<file path="config.mk">
export PLATFORM = sky130hd
export DESIGN_NAME = instr_fetch
export DESIGN_NICKNAME = d
export VERILOG_FILES = /design/src/rtl/instr_fetch.sv
export SDC_FILE = /design/constraint.sdc
export NUM_CORES = 1
export LEC_CHECK = 0
export ABC_AREA = 1
export CAP_MARGIN = 5
export CORE_MARGIN = 2
export CORE_UTILIZATION = 43
export DETAILED_ROUTE_END_ITERATION = 7
export PLACE_DENSITY = 0.74
export SLEW_MARGIN = 20
export SYNTH_ARGS = -nofsm -noshare
export SYNTH_HDL_FRONTEND = slang
export SYNTH_SLANG_ARGS = --single-unit
</file>
<file path="constraint.sdc">
create_clock -name CLK -period 3.2 [get_ports CLK]
set_clock_uncertainty 0.15 [all_clocks]
set_input_delay 0.64 -clock CLK [delete_from_list [all_inputs] [get_ports CLK]]
set_output_delay 0.64 -clock CLK [all_outputs]
set_load 0.1 [all_outputs]
</file>
<file path="src/rtl/instr_fetch.sv">
// rtl/instr_fetch.sv - program counter and fetch sequencer ahead of the instruction ROM
module instr_fetch #(
    parameter int PC_W  = 8,
    parameter int CNT_W = 16
) (
    input  logic             CLK,
    input  logic             ResetN,
    input  logic             Start,
    input  logic [PC_W-1:0]  StartAddr,
    input  logic             Halt,
    input  logic             Stall,
    input  logic             JumpEn,
    input  logic [PC_W-1:0]  JumpTarget,
    input  logic             BranchEn,
    input  logic [PC_W-1:0]  BranchOffset,
    output logic [PC_W-1:0]  InstrAddress,
    output logic             Running,
    output logic             Done,
    output logic [CNT_W-1:0] InstrCount
);

    typedef enum logic [1:0] {
        IDLE = 2'd0,
        RUN  = 2'd1,
        DONE = 2'd2
    } state_t;

    state_t           state_q;
    logic             running_q;
    logic             done_q;
    logic [PC_W-1:0]  pc_q;
    logic [PC_W-1:0]  pc_d;
    logic [CNT_W-1:0] cnt_q;
    logic [CNT_W-1:0] cnt_d;

    logic [PC_W-1:0]  pc_seq;
    logic [PC_W-1:0]  pc_branch;
    logic [CNT_W-1:0] cnt_inc;

    // Both adders truncate to PC_W bits, so wrap-around and negative offsets fall out naturally.
    assign pc_seq    = pc_q + {{(PC_W-1){1'b0}}, 1'b1};
    assign pc_branch = pc_q + BranchOffset;
    // Retired count sticks at all-ones instead of wrapping.
    assign cnt_inc   = (&cnt_q) ? cnt_q : cnt_q + {{(CNT_W-1){1'b0}}, 1'b1};

    // Next-PC and retired-count selection; halt beats stall, stall beats jump, jump beats branch.
    always_comb begin
        pc_d  = pc_q;
        cnt_d = cnt_q;
        case (state_q)
            IDLE, DONE: begin
                if (Start) begin
                    pc_d  = StartAddr;
                    cnt_d = '0;
                end
            end
            RUN: begin
                if (Halt) begin
                    cnt_d = cnt_inc;
                end else if (Stall) begin
                    cnt_d = cnt_q;
                end else if (JumpEn) begin
                    pc_d  = JumpTarget;
                    cnt_d = cnt_inc;
                end else if (BranchEn) begin
                    pc_d  = pc_branch;
                    cnt_d = cnt_inc;
                end else begin
                    pc_d  = pc_seq;
                    cnt_d = cnt_inc;
                end
            end
            default: begin
                pc_d  = pc_q;
                cnt_d = cnt_q;
            end
        endcase
    end

    // Run-state FSM with registered Running/Done flags, plus the PC and count registers.
    always_ff @(posedge CLK or negedge ResetN) begin
        if (!ResetN) begin
            state_q   <= IDLE;
            running_q <= 1'b0;
            done_q    <= 1'b0;
            pc_q      <= '0;
            cnt_q     <= '0;
        end else begin
            pc_q  <= pc_d;
            cnt_q <= cnt_d;
            case (state_q)
                IDLE, DONE: begin
                    if (Start) begin
                        state_q   <= RUN;
                        running_q <= 1'b1;
                        done_q    <= 1'b0;
                    end
                end
                RUN: begin
                    if (Halt) begin
                        state_q   <= DONE;
                        running_q <= 1'b0;
                        done_q    <= 1'b1;
                    end
                end
                default: begin
                    state_q   <= IDLE;
                    running_q <= 1'b0;
                    done_q    <= 1'b0;
                end
            endcase
        end
    end

    assign InstrAddress = pc_q;
    assign InstrCount   = cnt_q;
    assign Running      = running_q;
    assign Done         = done_q;

endmodule

</file>
==> metrics.md, run 1 <==
| Metric | Value |
|---|---|
| Run status | finished, final reports clean |
| CP max-delay cell | clkdlybuf4s50_1 |
| Setup TNS | 0 ns |
| DRC Markers | 0 |
| Achievable Freq | 402.6 MHz |
| CTS Root Cell | clkbuf_8 |
| Worst vdd ir | 533.5 µV |
| Tot GR Track Use | 20.87% |
| Storage cell area | 675.6 µm² |
| Tcrit/Tclk final | 77.63% |
| Share of the synthesized area in the top cell type | 33.07% |
| Ys async rst share | 100.0% |
| CTS Hold Bufs | 0 |
| Total grt overflow | 0 |
| Crit-path cells | clkdlybuf4s50_1, nand2_1, ha_1, inv_1, fa_1, inv_1, nand3_1, nand3_1, nand2_1, nand3_1, nand2_1, a21oi_1 |
| Core area | 4661 µm² |
| Worst-path fanout max | 9 |
| Cell variety after synth | 27 |
| Post-DP HPWL | 3849 µm |
| Largest net degree at the start of global routing | 28 |
| Clk Latency, worst-skew pair | 0.28 ns |
| Top cell family by delay on the critical path | buffers and inverters |
| Area added between synthesis and finish | 28.23% |
| Proportion of layout cells with a drive suffix above 1 | 10.87% |
| Initial Utilization | 43.84% |
| Die height | 72.93 µm |
| Placed Cells incl. Taps | 418 |
| Setup crit start kind | input pin |
| # nets final | 409 |
| Post-CTS Setup Inserts | 0 |
| Vias | 2111 |
| Post-route ant nets | 0 |
| Synth area leader | dfrtp_1 |
| Ant. Diodes | 0 |
| Hold slack | 0.3589 ns |
| Setup violators final | 0 |
| H-tree levels | 1 |
| Minimum clock period | 2.484 ns |
| DR WL/cell | 12.37 µm |
| Worst Path Required | 3.26 ns |
| DR pass1 iterations | 4 |
| Drt total wl | 5219 µm |
| CP Class | input pin to flip-flop |
| Syn Inst Count | 313 |
| Syn Area/Cell | 6.528 µm² |
| Post-synth EDFFs | 0 |
| CP bufs+invs | 3 |
| Multi-input gate area | 1152 µm² |
| Non-Filler Instances | 422 |
| Post-cts resize count | 0 |
| Syn_nets | 353 |
| Vias per cell | 5.002 |
| Fin. max-slew vios | 0 |
| Fin util | 56.21% |
| Vias in the first global route | 2081 |
| Synthesis-stage register bit count | 27 |
| Overall die width | 72.93 µm |
| Fin. Hold Viols | 0 |
| Fin area | 2620 µm² |
| Primary FF master, synth | dfrtp_1 |
| PortBufs | 56 |
| HP Class | flip-flop to flip-flop |
| CTS Buf Count | 3 |
| Sequential share of the synthesized area | 33.07% |
| Top-count cell post-synth | nand2_1 |
| Synth area leaders | dfrtp_1 33%, nand2_1 18%, inv_1 7.3% |
| Max-Cap Viols | 0 |
| Placer Congestion | 0.8692 |
| Placed cell area | 2575 µm² |
| Clock-pin slew on the worst setup and hold paths | 0.10 ns |
| First-pass GRT wire length | 8901 µm |
| CTS tree | built |
| CP max stage delay | 0.57 ns |
| Unrepaired setup endpoints after global routing | false |
| Leakage power | 1.315 nW |
| PwrDens | 733.8 nW/µm² |
| Post-synth top cells | 98 x nand2_1, 40 x inv_1, 37 x nor2_1 |
| Initial antenna violation count | 0 |
| Crit end category | flip-flop |
| Yosys warning total | 0 |
| Sink Count | 27 |
| Ports | 57 |
| Crit path DAT | 2.54 ns |
| Num rows | 25 |
| Least-Margin Pin Slew | 0.4191 ns |
| DIE AREA | 5319 µm² |
| Longest Clk Path Bufs | 2 |
| Area of the mapped netlist | 2043 µm² |
| Rel. slew slack | 71.85% |
| Filler cells | 465 |
| DR iter-0 viols | 107 |
-- flip-flops by register name, summed over array words and instances, names as in the netlist --
register      count
InstrAddress      8
InstrCount       16
Running           1
state_q           2
-- worst paths after layout --
kind,start,end,slack (ns),depth (start not counted)
min in group asynchronous,ResetN,InstrCount[14]$_DFFE_PN0P_,0.58,2
hold / removal,Running$_DFFE_PN0P_,Running$_DFFE_PN0P_,0.36,2
max in group asynchronous,ResetN,state_q[0]$_DFFE_PN0P_,2.04,2
setup reg to reg,InstrCount[0]$_DFFE_PN0P_,InstrCount[10]$_DFFE_PN0P_,0.97,9
hold reg to reg,Running$_DFFE_PN0P_,Running$_DFFE_PN0P_,0.36,2
setup / recovery,BranchEn,InstrAddress[6]$_DFFE_PN0P_,0.72,12
-- cell usage in the layout (no fill, tap or decap), drive strengths merged, types with 7 or more instances in the layout --
master and instances:
nand3 28, inv 43, buf 29, ha 8
dfrtp 27, a21oi 15, nor2 38, o21ai 17
nand4 7, nand2 98, clkdlybuf4s50 30
-- layer usage --
layer / global-route usage (%) / vias up / wire [µm]
met3: 3.177 / 2 / 263
met5: 0 / - / 0
met2: 38.08 / 54 / 2568
met4: 4.527 / 0 / 12
met1: 25.89 / 952 / 2374
li1: - / 1103 / -
-- worst min-delay path: stages (launching register included) --
cell and delay, ns:
dfrtp_1 0.36, a21boi_0 0.08, inv_1 0.04
-- cells by family after synthesis --
family,after synthesis,synth area share [%]
XOR/XNOR,5,2.143
flip-flops,27,33.07
AND/OR/NAND/NOR,182,38.09
AO/OA/AOI/OAI,39,10.29
buffers and inverters,51,10.53
adder cells (fa/ha/maj),9,5.879
-- final cells by class --
type,count,share of cell area [%]
inverters,43,6.160
flip-flops and latches,27,25.79
repair buffers,59,19.77
well taps,54,2.579
clock buffers,4,1.719
multi-input cells,235,43.98
-- stage by stage --
step                power, mW  worst slack [ns]
floorplan               1.464            0.6893
global placement        1.716            0.4780
detailed placement      1.726            0.4315
CTS                     1.939            0.7220
global route            2.059            0.5112
finish                  1.923            0.7159
-- power by group --
| group | total (mW) | switching (mW) | internal, mW | leakage (nW) |
|---|---|---|---|---|
| Sequential | 0.486 | 0.0734 | 0.413 | 0.350 |
| Combinational | 1.23 | 0.908 | 0.323 | 0.943 |
| Clock | 0.205 | 0.115 | 0.0895 | 0.0228 |
| Total | 1.92 | 1.10 | 0.826 | 1.32 |
(Power assumes the default switching activity.)
==> run 2, diff against run 1 <==
==> constraint.sdc (replaced) <==
create_clock -name CLK -period 2.6 [get_ports CLK]
set_clock_uncertainty 0.15 [all_clocks]
set_input_delay 0.52 -clock CLK [delete_from_list [all_inputs] [get_ports CLK]]
set_output_delay 0.52 -clock CLK [all_outputs]
set_load 0.1 [all_outputs]
==> metrics.md, run 2 (synthesis results as in run 1) <==
| Metric | Value |
|---|---|
| Worst-path fanout max | 4 (was 9) |
| PwrDens | 898.9 nW/µm² (was 733.8 nW/µm²) |
| Setup TNS | 0 ns (unchanged) |
| Final worst slack | 0.3786 ns (was 0.7159 ns) |
| Switching pwr | 1.345 mW (was 1.097 mW) |
| Worst Path Required | 2.67 ns (was 3.26 ns) |
| Total grt overflow | 0 (unchanged) |
| Hold Crit Depth | 2 (unchanged) |
| CTS Hold Bufs | 0 (unchanged) |
| Minimum clock period | 2.221 ns |
| CTS Buf Count | 3 (unchanged) |
| Crit path DAT | 2.29 ns (was 2.54 ns) |
| Sink Count | 27 (unchanged) |
| Run status | finished, final reports clean (unchanged) |
| Achievable Freq | 450.2 MHz |
| DR WL/cell | 11.80 µm (was 12.37 µm) |
| Largest net degree at the start of global routing | 28 (unchanged) |
| Combinational share of power | 64.2% (was 64.1%) |
| # nets final | 410 (was 409) |
| Post-cts resize count | 0 (unchanged) |
| Post-DP HPWL | 3842 µm (was 3849 µm) |
| Core area | 4661 µm² (unchanged) |
| Longest Clk Path Bufs | 2 (unchanged) |
| Setup violators final | 0 (unchanged) |
| HP Class | flip-flop to flip-flop (unchanged) |
| CP Class | input pin to flip-flop (unchanged) |
| Clk Latency, worst-skew pair | 0.28 ns (about the same) |
| Hold slack | 0.3612 ns (was 0.3589 ns) |
| CTS tree | built (unchanged) |
| Drt total wl | 4993 µm (was 5219 µm) |
| R2R Path Start | InstrCount[0]$_DFFE_PN0P_ (unchanged) |
| Worst vdd ir | 435.7 µV (was 533.5 µV) |
| Initial Utilization | 43.84% (unchanged) |
| Sw Ratio | 56.66% (was 57.06%) |
| Fin. max-slew vios | 0 (unchanged) |
| Initial antenna violation count | 0 (unchanged) |
| DR pass1 iterations | 5 (was 4) |
| Tcrit/Tclk final | 85.44% |
| Setup crit start kind | input pin (unchanged) |
| Die height | 72.93 µm (unchanged) |
| Area added between synthesis and finish | 29.21% (was 28.23%) |
| Hold endpoint | Running$_DFFE_PN0P_ (unchanged) |
| PortBufs | 56 (unchanged) |
| Fin. Hold Viols | 0 (unchanged) |
| Num rows | 25 (unchanged) |
| Sequential share of power | 25.3% (about the same) |
| Post-CTS Setup Inserts | 0 (unchanged) |
| Proportion of layout cells with a drive suffix above 1 | 11.11% (was 10.87%) |
| Vias per cell | 4.943 (was 5.002) |
| First-pass GRT wire length | 8452 µm (was 8901 µm) |
| Hold_sp | Running$_DFFE_PN0P_ (unchanged) |
| Rel. slew slack | 70.17% (was 71.85%) |
| Vias | 2091 (was 2111) |
| Pint | 1.028 mW (was 0.8255 mW) |
| H-tree levels | 1 (unchanged) |
| Tot GR Track Use | 20.13% (was 20.87%) |
| Clock-pin slew on the worst setup and hold paths | 0.09 ns (was 0.10 ns) |
| CTS Root Cell | clkbuf_8 (unchanged) |
| Leakage power | 1.325 nW (was 1.315 nW) |
| R2R Setup Slk | 0.49 ns (was 0.97 ns) |
| Post-route ant nets | 0 (unchanged) |
| Most frequent cells in the layout | 98 x nand2_1, 40 x inv_1, 37 x nor2_1 (unchanged) |
| Setup WS pre-CTS | 0.09010 ns (was 0.4315 ns) |
| Vias in the first global route | 1930 (was 2081) |
| DRC Markers | 0 (unchanged) |
| Unrepaired setup endpoints after global routing | false (unchanged) |
| DIE AREA | 5319 µm² (unchanged) |
| Fin util | 56.64% (was 56.21%) |
| Crit end category | flip-flop (unchanged) |
| Overall die width | 72.93 µm (unchanged) |
| Least-Margin Pin Slew | 0.4440 ns (was 0.4191 ns) |
| Max-Cap Viols | 0 (unchanged) |
| Commonest non-fill, non-tap cell in the layout | nand2_1 (unchanged) |
| Ports | 57 (unchanged) |
| Max FFs per register | 16 (unchanged) |
| Placer Congestion | 0.8362 (was 0.8692) |
| Ant. Diodes | 0 (unchanged) |
| Clock power frac | 10.5% (was 10.6%) |
| DR iter-0 viols | 116 (was 107) |
| R2R depth | 10 (was 9) |
| Worst R2R End | InstrCount[4]$_DFFE_PN0P_ (was InstrCount[10]$_DFFE_PN0P_) |
[run 2: metrics by stage]
| stage | area, µm² | instances | total power [mW] |
|---|---|---|---|
| floorplan | 2043 | 313 | 1.801 |
| global placement | 2595 | 419 | 2.127 |
| detailed placement | 2595 | 419 | 2.133 |
| CTS | 2640 | 423 | 2.387 |
| global route | 2640 | 423 | 2.540 |
| finish | 2640 | 423 | 2.373 |
[run 2: how the worst max path moves through the flow]
| stage | from | endpoint | slack (ns) | cells after the start |
|---|---|---|---|---|
| global placement | BranchEn | InstrAddress[4]$_DFFE_PN0P_ | 0.11 | 12 |
| finish | BranchEn | InstrAddress[4]$_DFFE_PN0P_ | 0.38 | 11 |
| CTS | BranchEn | InstrAddress[4]$_DFFE_PN0P_ | 0.38 | 11 |
| floorplan | InstrCount[0]$_DFFE_PN0P_ | InstrCount[12]$_DFFE_PN0P_ | 0.09 | 11 |
| global route | InstrCount[0]$_DFFE_PN0P_ | InstrCount[15]$_DFFE_PN0P_ | 0.19 | 10 |
| detailed placement | BranchEn | InstrAddress[4]$_DFFE_PN0P_ | 0.09 | 12 |
[run 2: routing by layer]
layer | GRT usage [%] | vias to the layer above | share of wire [%]
li1 | - | 1113 | -
met1 | 25.91 | 925 | 47
met2 | 35.05 | 47 | 47
met3 | 2.486 | 6 | 4.6
met4 | 6.379 | 0 | 1.2
met5 | 0 | - | 0
[run 2: power groups by stage]
stage	clock [mW]	combinational (mW)	sequential, mW
2_1_floorplan	0	0.593	1.21
3_3_place_gp	0	1.52	0.607
3_5_place_dp	0	1.52	0.609
4_1_cts	0.258	1.53	0.601
5_1_grt	0.275	1.65	0.616
6_report	0.250	1.52	0.599
[run 2: cell type report]
cell class,count,area (µm²)
Clock buffer,4,45.04
Fill cell,452,2021
Inverter,43,161.4
Multi-Input combinational cell,235,1152
Sequential cell,27,675.6
Tap cell,54,67.56
Timing Repair Buffer,60,538.0
[run 2: critical path: stages]
cell and delay [ns]:
clkdlybuf4s50_1 0.46, nand2_1 0.10, ha_1 0.16, inv_1 0.05
fa_1 0.41, inv_1 0.09, a21oi_1 0.08, xor2_1 0.14
o21ai_0 0.15, nand2_1 0.07, nand2_1 0.05
